### config.mk
export PLATFORM = sky130hd
export DESIGN_NAME = alu_slice_sequencer
export DESIGN_NICKNAME = d
export VERILOG_FILES = /design/src/rtl/alu_slice_pkg.sv /design/src/rtl/alu_slice_sequencer.sv
export SDC_FILE = /design/constraint.sdc
export NUM_CORES = 1
export LEC_CHECK = 0
export ABC_AREA = 0
export CORE_MARGIN = 2
export CORE_UTILIZATION = 55
export CTS_CLUSTER_SIZE = 30
export DETAILED_ROUTE_END_ITERATION = 6
export HOLD_SLACK_MARGIN = 0.1
export PLACE_DENSITY = 0.83
export SKIP_CTS_REPAIR_TIMING = 1
export SLEW_MARGIN = 20
export SYNTH_ARGS = -nofsm -noshare
export SYNTH_HDL_FRONTEND = slang
export SYNTH_SLANG_ARGS = --single-unit
### constraint.sdc
create_clock -name clk -period 2.86 [get_ports clk]
set_input_delay 0.429 -clock clk [delete_from_list [all_inputs] [get_ports clk]]
set_output_delay 0.429 -clock clk [all_outputs]
set_load 0.005 [all_outputs]
### src/rtl/alu_slice_pkg.sv
// alu_slice_pkg
// Shared types for the serial ALU slice sequencer.
//   op_e        : slice operation encoding carried on {sl_op1, sl_op0}
//   seq_state_e : sequencer FSM states
//   is_term()   : any terminal-state pulse from the slice
package alu_slice_pkg;

    typedef enum logic [1:0] {
        OP_AND = 2'b00,
        OP_OR  = 2'b01,
        OP_ADD = 2'b10,
        OP_ILL = 2'b11
    } op_e;

    typedef enum logic [1:0] {
        IDLE  = 2'b00,
        SYNC  = 2'b01,
        DRIVE = 2'b10,
        RESP  = 2'b11
    } seq_state_e;

    function automatic logic is_term(input logic error, input logic zero,
                                     input logic y0, input logic y1);
        return error | zero | y0 | y1;
    endfunction

endpackage

### src/rtl/alu_slice_sequencer.sv
// alu_slice_sequencer
// Initiator for a shared 1-bit ALU slice FSM. Takes a WIDTH-bit request,
// walks it through the slice LSB first with carry chained bit to bit, and
// returns result/cout/error/timeout on a valid/ready response port.
//
// Ports
//   clk, reset                 clock; async active-high reset (also resets the slice)
//   req_valid/req_ready        request handshake (ready only in IDLE)
//   req_a, req_b [WIDTH]       operands
//   req_op [2]                 00 AND, 01 OR, 10 ADD, 11 illegal
//   req_binv, req_cin          invert b, carry into bit 0
//   rsp_valid/rsp_ready        response handshake, response held until accepted
//   rsp_result [WIDTH]         Y0 of each bit
//   rsp_cout                   Y1 of the last bit
//   rsp_error, rsp_timeout     slice error / no terminal pulse within TIMEOUT
//   sl_a..sl_cin               registered slice inputs
//   sl_error,sl_zero,sl_y0,sl_y1  slice terminal-state pulses
//   sl_clr                     one-cycle slice clear after a timeout
//
// state | meaning
// IDLE  | ready for a request, slice inputs parked at 0
// SYNC  | waiting for the free-running slice to finish its idle walk
// DRIVE | slice working on bit r_bit with inputs held stable
// RESP  | response presented until the host accepts it
import alu_slice_pkg::*;

module alu_slice_sequencer #(
    parameter int WIDTH   = 4,
    parameter int TIMEOUT = 16
) (
    input  logic             clk,
    input  logic             reset,
    input  logic             req_valid,
    output logic             req_ready,
    input  logic [WIDTH-1:0] req_a,
    input  logic [WIDTH-1:0] req_b,
    input  logic [1:0]       req_op,
    input  logic             req_binv,
    input  logic             req_cin,
    output logic             rsp_valid,
    input  logic             rsp_ready,
    output logic [WIDTH-1:0] rsp_result,
    output logic             rsp_cout,
    output logic             rsp_error,
    output logic             rsp_timeout,
    output logic             sl_a,
    output logic             sl_b,
    output logic             sl_op0,
    output logic             sl_op1,
    output logic             sl_binv,
    output logic             sl_cin,
    input  logic             sl_error,
    input  logic             sl_zero,
    input  logic             sl_y0,
    input  logic             sl_y1,
    output logic             sl_clr
);

    localparam int BIT_W  = (WIDTH > 1)   ? $clog2(WIDTH)   : 1;
    localparam int WCNT_W = (TIMEOUT > 1) ? $clog2(TIMEOUT) : 1;
    localparam logic [BIT_W-1:0]  LAST_BIT = BIT_W'(WIDTH - 1);
    localparam logic [WCNT_W-1:0] WCNT_MAX = WCNT_W'(TIMEOUT - 1);

    seq_state_e        r_state, w_state;
    logic [WIDTH-1:0]  r_a, w_a;
    logic [WIDTH-1:0]  r_b, w_b;
    op_e               r_op, w_op;
    logic              r_binv, w_binv;
    logic              r_carry, w_carry;
    logic [BIT_W-1:0]  r_bit, w_bit;
    logic [WCNT_W-1:0] r_wcnt, w_wcnt;
    logic [WIDTH-1:0]  r_result, w_result;
    logic              r_cout, w_cout;
    logic              r_error, w_error;
    logic              r_timeout, w_timeout;
    logic              r_sl_a, w_sl_a;
    logic              r_sl_b, w_sl_b;
    logic [1:0]        r_sl_op, w_sl_op;
    logic              r_sl_binv, w_sl_binv;
    logic              r_sl_cin, w_sl_cin;
    logic              r_sl_clr, w_sl_clr;

    logic              w_term;
    logic              w_expire;
    logic [BIT_W-1:0]  w_nbit;

    assign w_term   = is_term(sl_error, sl_zero, sl_y0, sl_y1);
    assign w_expire = (r_wcnt == WCNT_MAX);
    assign w_nbit   = r_bit + 1'b1;

    always_ff @(posedge clk or posedge reset) begin
        if (reset) begin
            r_state   <= IDLE;
            r_a       <= '0;
            r_b       <= '0;
            r_op      <= OP_AND;
            r_binv    <= 1'b0;
            r_carry   <= 1'b0;
            r_bit     <= '0;
            r_wcnt    <= '0;
            r_result  <= '0;
            r_cout    <= 1'b0;
            r_error   <= 1'b0;
            r_timeout <= 1'b0;
            r_sl_a    <= 1'b0;
            r_sl_b    <= 1'b0;
            r_sl_op   <= 2'b00;
            r_sl_binv <= 1'b0;
            r_sl_cin  <= 1'b0;
            r_sl_clr  <= 1'b0;
        end else begin
            r_state   <= w_state;
            r_a       <= w_a;
            r_b       <= w_b;
            r_op      <= w_op;
            r_binv    <= w_binv;
            r_carry   <= w_carry;
            r_bit     <= w_bit;
            r_wcnt    <= w_wcnt;
            r_result  <= w_result;
            r_cout    <= w_cout;
            r_error   <= w_error;
            r_timeout <= w_timeout;
            r_sl_a    <= w_sl_a;
            r_sl_b    <= w_sl_b;
            r_sl_op   <= w_sl_op;
            r_sl_binv <= w_sl_binv;
            r_sl_cin  <= w_sl_cin;
            r_sl_clr  <= w_sl_clr;
        end
    end

    always_comb begin
        w_state   = r_state;
        w_a       = r_a;
        w_b       = r_b;
        w_op      = r_op;
        w_binv    = r_binv;
        w_carry   = r_carry;
        w_bit     = r_bit;
        w_wcnt    = r_wcnt;
        w_result  = r_result;
        w_cout    = r_cout;
        w_error   = r_error;
        w_timeout = r_timeout;
        w_sl_a    = r_sl_a;
        w_sl_b    = r_sl_b;
        w_sl_op   = r_sl_op;
        w_sl_binv = r_sl_binv;
        w_sl_cin  = r_sl_cin;
        w_sl_clr  = 1'b0;

        case (r_state)
            IDLE: begin
                if (req_valid) begin
                    w_a       = req_a;
                    w_b       = req_b;
                    w_op      = op_e'(req_op);
                    w_binv    = req_binv;
                    w_carry   = req_cin;
                    w_bit     = '0;
                    w_wcnt    = '0;
                    // Clearing here means bits never reached read back as 0.
                    w_result  = '0;
                    w_cout    = 1'b0;
                    w_error   = 1'b0;
                    w_timeout = 1'b0;
                    w_state   = SYNC;
                end
            end

            SYNC: begin
                if (w_term) begin
                    // Load on the term edge so the slice samples bit 0 in its S0 cycle.
                    w_sl_a    = r_a[0];
                    w_sl_b    = r_b[0];
                    w_sl_op   = r_op;
                    w_sl_binv = r_binv;
                    w_sl_cin  = r_carry;
                    w_wcnt    = '0;
                    w_state   = DRIVE;
                end else if (w_expire) begin
                    w_timeout = 1'b1;
                    w_sl_clr  = 1'b1;
                    w_state   = RESP;
                end else begin
                    w_wcnt = r_wcnt + 1'b1;
                end
            end

            DRIVE: begin
                if (sl_error) begin
                    w_error   = 1'b1;
                    w_sl_a    = 1'b0;
                    w_sl_b    = 1'b0;
                    w_sl_op   = 2'b00;
                    w_sl_binv = 1'b0;
                    w_sl_cin  = 1'b0;
                    w_state   = RESP;
                end else if (w_term) begin
                    w_result[r_bit] = sl_y0;
                    w_carry         = sl_y1;
                    if (r_bit == LAST_BIT) begin
                        w_cout    = sl_y1;
                        w_sl_a    = 1'b0;
                        w_sl_b    = 1'b0;
                        w_sl_op   = 2'b00;
                        w_sl_binv = 1'b0;
                        w_sl_cin  = 1'b0;
                        w_state   = RESP;
                    end else begin
                        // Next bit goes out on the same edge; carry comes straight from Y1.
                        w_bit     = w_nbit;
                        w_sl_a    = r_a[w_nbit];
                        w_sl_b    = r_b[w_nbit];
                        w_sl_cin  = sl_y1;
                        w_wcnt    = '0;
                    end
                end else if (w_expire) begin
                    w_timeout = 1'b1;
                    w_sl_clr  = 1'b1;
                    w_sl_a    = 1'b0;
                    w_sl_b    = 1'b0;
                    w_sl_op   = 2'b00;
                    w_sl_binv = 1'b0;
                    w_sl_cin  = 1'b0;
                    w_state   = RESP;
                end else begin
                    w_wcnt = r_wcnt + 1'b1;
                end
            end

            RESP: begin
                if (rsp_ready) begin
                    w_result  = '0;
                    w_cout    = 1'b0;
                    w_error   = 1'b0;
                    w_timeout = 1'b0;
                    w_state   = IDLE;
                end
            end

            default: w_state = IDLE;
        endcase
    end

    assign req_ready   = (r_state == IDLE);
    assign rsp_valid   = (r_state == RESP);
    assign rsp_result  = r_result;
    assign rsp_cout    = r_cout;
    assign rsp_error   = r_error;
    assign rsp_timeout = r_timeout;
    assign sl_a        = r_sl_a;
    assign sl_b        = r_sl_b;
    assign sl_op0      = r_sl_op[0];
    assign sl_op1      = r_sl_op[1];
    assign sl_binv     = r_sl_binv;
    assign sl_cin      = r_sl_cin;
    assign sl_clr      = r_sl_clr;

endmodule

# == Word level (Yosys, flattened, before mapping) ==
# Cells that the tools add are included.
# word_totals
input_bits,20
output_inout_bits,16
ram_bits,0
latchBits,0
ff_bits,34
memories,0
word_cells,137
rom_bits,0
# classes
reduce_logical,17
addsub,2
div,0
muxes,78
multipliers,0
eq_ne,16
magnitude_cmp,3
bitwise,3
n_shift,0
# op_table
operator,n
4-bit two-way mux,9
1-bit two-way mux,35
2-bit two-way mux,16
4-bit one-hot mux with 3 select lines,2
4-bit AND reduction,4
2-bit inequality test (second input constant),7
1-bit one-hot mux with 2 select lines,6
5-bit AND reduction,2
3-bit AND reduction,3
4-bit inequality test (second input constant),2
2-bit one-hot mux with 2 select lines,2
2-bit one-hot mux with 4 select lines,1
2-bit equality test (second input constant),3
2-bit by 3-bit less-than comparator with 1-bit output (second input constant),2
1-bit one-hot mux with 3 select lines,2
6-bit AND reduction,1
3-bit nonzero test,2
4-bit by 1-bit adder with 4-bit output (second input constant),1
1-bit binary-select mux with 2-bit select,2
4-bit bitwise mux,1
4-bit equality test (second input constant),1
1-bit one-hot mux with 4 select lines,1
2-bit nonzero test,2
3-bit inequality test (second input constant),1
9 further kinds,11

# == Depth between registers and ports, before layout ==
# logic_depth
depth_word,8
mapped_depth,7
depth_no_buf,6

# == Worst setup path before layout ==
# OpenSTA, ideal clock, no wires.
# synth_timing
kind,register to register
startpoint,reg r_state[0]
endpoint,"reg r_result[3], in the netlist rsp_result[3]"
path_buffers,0
period_less_slack_ps,1909
t_arrival_ps,1763
stages_incl_launch_ff,7
required_time_ps,2714
setup_ps,146
slack_ps,951
cell_sequence,dfrtp_1 -> inv_1 -> ha_1 -> nor2b_1 -> nor3_1 -> and2_1 -> o221ai_1
# synth_between
elab_chain_cells,3
elab_cells_between_ends,10
cone_classes,eq/ne (6); mux (1); reduce/logical (3)
# synth_lines
item,line,text
"start, declared",alu_slice_sequencer.sv:64,"seq_state_e r_state, w_state;"
"start signal, assigned",alu_slice_sequencer.sv:112,r_state <= w_state;
2-bit logical NOT (*),-,
net req_ready,alu_slice_sequencer.sv:34,"output logic req_ready,"
2-bit inequality test (no line) / 3-bit nonzero test (equally long branches),-,
5-bit AND reduction (no line),-,
"end signal, assigned",alu_slice_sequencer.sv:120,r_result <= w_result;
"end, declared",alu_slice_sequencer.sv:72,"logic [WIDTH-1:0] r_result, w_result;"
# Mark *: on every way through the listed nets, which the timed path passes. The rest lies on a longest branch.
# A chain may end at the register's enable or synchronous reset.

# == Worst setup path in the final report ==
# layout_timing
startpoint,reg r_state[0]
endpoint,"reg r_result[3], in the netlist rsp_result[3]"
# layout_between
elab_chain_cells,3
elab_cells_between_ends,10
cone_classes,eq/ne (6); mux (1); reduce/logical (3)
# layout_lines
item,line,text
2-bit equality test / 2-bit logical NOT (equally long branches),alu_slice_sequencer.sv:153,case (r_state)
"2-bit inequality test (no line), or another cell as far along",-,
5-bit AND reduction (no line),-,
# Parallel ways exist; a longest one is shown, timed or not.

==> run summary <==
• 0.10 ns — clock transition at the registers of the reported paths
• 2.44 ns — arrival time of the worst setup path
• register — Startpoint Class
• 0.7795 — Period Utilization, post-route
• 2 — Clock H-tree levels
• 0.369 — portion of total power attributed to sequential cells
• 0.7525 ns — Slew @ Worst Pin
• finished clean — result of the run
• sky130_fd_sc_hd__dfrtp_1, sky130_fd_sc_hd__inv_1, sky130_fd_sc_hd__mux2_2 — Synth top cells by count
• rsp_result[3] — R2R Path End
• 0.1604 — share of final-layout standard cells stronger than drive strength 1
• 2.188 mm — met2 routed wirelength
• 0 — count of yosys warnings during synthesis
• 0.001296 W — Internal
• inv_1 -> ha_1 -> nor2b_1 -> nor3_1 -> and2_1 -> o221ai_1 — cell chain of the critical path
• 4 — first-pass iteration count of the detailed router
• 0.7090 — final core utilization
• 192 µm — metal3 WL
• false — unrepaired setup endpoints after global routing
• 0.5669 — Initial Util
• 0.003866 mm² — area of the die
• 0.63 ns — largest stage delay on the critical path
• 8 — worst-path maximum fanout
• 0.001862 mm² — summed instance area of the synthesized netlist
• 0.8836 — last weighted congestion value of the routability-driven placer
• 43 — Distinct cells, synth
• register — Worst setup EP type
• 10.82 µm² — Syn Area/Cell
• 0.4570 — post-synth top area share
• 172 — gate count of the mapped netlist
• sky130_fd_sc_hd__dfrtp_1 — leading register cell type out of synthesis
• r_state[0] — Worst setup startpoint
• 0 — Inserted Diodes
• 5.806 — detail-routed via count per cell
• 481.7 µV — VDD IR-drop max
• 3.07 ns — required arrival time at the worst endpoint
• 35 — largest net degree at the start of global routing
• 0 ns — summed negative setup slack over all endpoints
• r_state[0] — launching point of the worst reg2reg path
• 0.35 ns — clock latency on the worst-skew pair
• sky130_fd_sc_hd__dfrtp_1 — most used standard cell by instance count after synthesis
• primary input to async pin — worst hold path class
• register to register — Worst Path Class, Setup
• sky130_fd_sc_hd__dfrtp_1 — cell taking the most area after synthesis
• 0.493 — part of the power in combinational logic
• 0.003284 mm² — area of the placeable core
• 25.07% — growth of design area from synthesis to finish
• 0.2358 — GRT Total Usage
• 7.141 mm — first-pass GRT wire length
• 0.137 — clock share of power
• 3.123 mm — Detail Placement HPWL
• 0.9729 nW — leakage component of the power
• 38 — first-iteration detailed-routing DRC count
• 62.18 µm — Horiz. Die Dim
• 21 — Row Count
• 34 — clock sink count
• 36 — count of pins on the block boundary
• 0.3768 — switching portion of total power
• 203 — post-synthesis net count
• 893.3 mW/mm² — pwr dens
• 242 — final-stage net count
• 0 — max-slew violations
• yes — CTS tree
• 0 — number of enable flip-flop cells after synthesis
• 0.4570 — sequential share of the synthesized area
• 5 — number of buffers inserted during clock tree synthesis
• 6 — Worst Reg-to-Reg Cells
• met4 — Max Used Layer
• 62.18 µm — vertical extent of the die
• 34 — post-synthesis sequential element count
• 16.14 µm — average wire per cell in the routed design
• 0 — count of unresolved DRC violations after routing
• 0 — Detail Route Antenna Nets
• 448.6 MHz — achievable clock frequency
• 2 — largest buffer count on any clock path
• 0.4945 — Max-Slew Margin vs Limit
• 4.165 mm — total wire length after detailed routing
• 2.229 ns — time the final worst path needs with I/O delays and setup
• 0 — antenna violations before repair
• sky130_fd_sc_hd__nor3_1 — critical-path cell with the highest stage delay
• 1.000 — fraction of registers with async set or reset after synthesis
• 263 — Filler Cells Inserted
• sky130_fd_sc_hd__clkbuf_4 — root buffer cell
• 35 — number of port buffers
• 1.689 mm — wire length on met1
• 0.0007837 W — Psw
• 0.004704 ns — Clock Skew
• 0 — number of maximum-capacitance constraint violations
• 0.63 ns — reg-to-reg slack, setup
• 0 — GRT Residual Overflow
• sky130_fd_sc_hd__dfrtp_1, sky130_fd_sc_hd__mux2_2, sky130_fd_sc_hd__ha_1 — top area cells in the synthesized netlist
• 1575 — vias in the first global route
• 0 — final setup vio count
• 1498 — Via Count
• 0 — Final Hold Vio Count
==> power groups by stage <==
stage / clock (W) / combinational, W / sequential (W)
after floorplan: 0 / 0.000695 / 0.000746
after global placement: 0 / 0.000967 / 0.000759
after detailed placement: 0 / 0.00102 / 0.000777
after CTS: 0.000296 / 0.00102 / 0.000767
after global routing: 0.000325 / 0.00111 / 0.000790
final: 0.000286 / 0.00103 / 0.000768
==> metrics by stage <==
step | hold WS, ns | area [µm²] | total power [W] | setup WS [ns] | std cells
after floorplan | 0.4679 | 1862 | 0.001440 | 0.9509 | 172
after global placement | 0.4752 | 2265 | 0.001726 | 0.5528 | 250
after detailed placement | 0.4850 | 2265 | 0.001796 | 0.4866 | 250
after CTS | 0.4621 | 2328 | 0.002087 | 0.6369 | 258
after global routing | 0.5099 | 2328 | 0.002228 | 0.3769 | 258
final | 0.4613 | 2328 | 0.002080 | 0.6307 | 258
==> layout make-up <==
class	instances	area, µm²	area share
clock buffer	6	51.30	0.02203
clock inverter	2	12.51	0.005373
inverter	13	48.80	0.02096
multi-input combinational	118	927.1	0.3982
sequential	34	850.8	0.3654
tap	46	57.56	0.02472
timing repair buffer	39	380.4	0.1634
==> worst max-delay path by stage <==
stage | end | slack (ns) | cells past startpoint
2_1_floorplan | rsp_result[3] | 0.95 | 6
3_3_place_gp | r_wcnt[3] | 0.55 | 5
3_5_place_dp | r_wcnt[3] | 0.49 | 5
4_1_cts | rsp_result[3] | 0.64 | 6
5_1_grt | rsp_result[3] | 0.38 | 6
6_report | rsp_result[3] | 0.63 | 6
==> cells by family after synthesis <==
group / share of synthesized area
multiplexers: 0.1136
buffers and inverters: 0.04503
flip-flops: 0.4570
AO/OA/AOI/OAI: 0.1653
AND/OR/NAND/NOR: 0.1452
adder cells (fa/ha/maj): 0.07392
==> state kept, by name, summed over array words and instances, names as in the netlist <==
| register | count |
|---|---|
| r_b | 4 |
| rsp_result | 4 |
| r_sl_op | 2 |
| r_state | 2 |
| sl_binv | 1 |
| r_a | 4 |
| sl_a | 1 |
| rsp_error | 1 |
| r_bit | 2 |
| sl_b | 1 |
| r_wcnt | 4 |
| r_carry | 1 |
| rsp_cout | 1 |
| r_op | 2 |
| sl_clr | 1 |
| sl_cin | 1 |
| r_binv | 1 |
| rsp_timeout | 1 |
==> layer usage <==
layer | GRT usage | vias up
met5 | 0 | -
met4 | 0.1000 | 0
met3 | 0.06341 | 10
met2 | 0.4212 | 36
met1 | 0.2655 | 746
li1 | - | 706
==> cells in the final DEF (no fill, tap or decap), types with 2 or more instances in the layout <==
cell                              netlist  layout
sky130_fd_sc_hd__and2_1                 2       2
sky130_fd_sc_hd__buf_4                  0       4
sky130_fd_sc_hd__a21bo_2                3       3
sky130_fd_sc_hd__mux2i_1                2       2
sky130_fd_sc_hd__o21ai_0                5       5
sky130_fd_sc_hd__or3_1                  3       3
sky130_fd_sc_hd__dfrtp_1               34      34
sky130_fd_sc_hd__nor2_1                 9       9
sky130_fd_sc_hd__nand2_1               12      12
sky130_fd_sc_hd__nand3_1                4       4
sky130_fd_sc_hd__nor4_1                 3       3
sky130_fd_sc_hd__nand2b_1               4       4
sky130_fd_sc_hd__ha_1                  11      11
sky130_fd_sc_hd__clkbuf_4               0       5
sky130_fd_sc_hd__a31oi_1                4       4
sky130_fd_sc_hd__nor3_1                 3       3
sky130_fd_sc_hd__a22o_1                 2       2
sky130_fd_sc_hd__a21oi_1                7       7
sky130_fd_sc_hd__nor2b_1                2       2
sky130_fd_sc_hd__o32a_1                 2       2
sky130_fd_sc_hd__o221ai_1               3       3
sky130_fd_sc_hd__mux2_2                13      13
sky130_fd_sc_hd__mux4_2                 2       2
sky130_fd_sc_hd__nand4_1                5       5
sky130_fd_sc_hd__inv_1                 13      13
sky130_fd_sc_hd__clkdlybuf4s50_1        0      35
==> worst max-delay path, delay by kind of cell (launching register included) <==
kind	cells	cell delay [ns]
DFF	1	0.43
and+or+nand+nor	3	1.15
AOI/OAI and AO/OA	1	0.13
adders and majority gates	1	0.27
buffers and inverters	1	0.11
No activity file was read; power rests on OpenSTA's default activity.
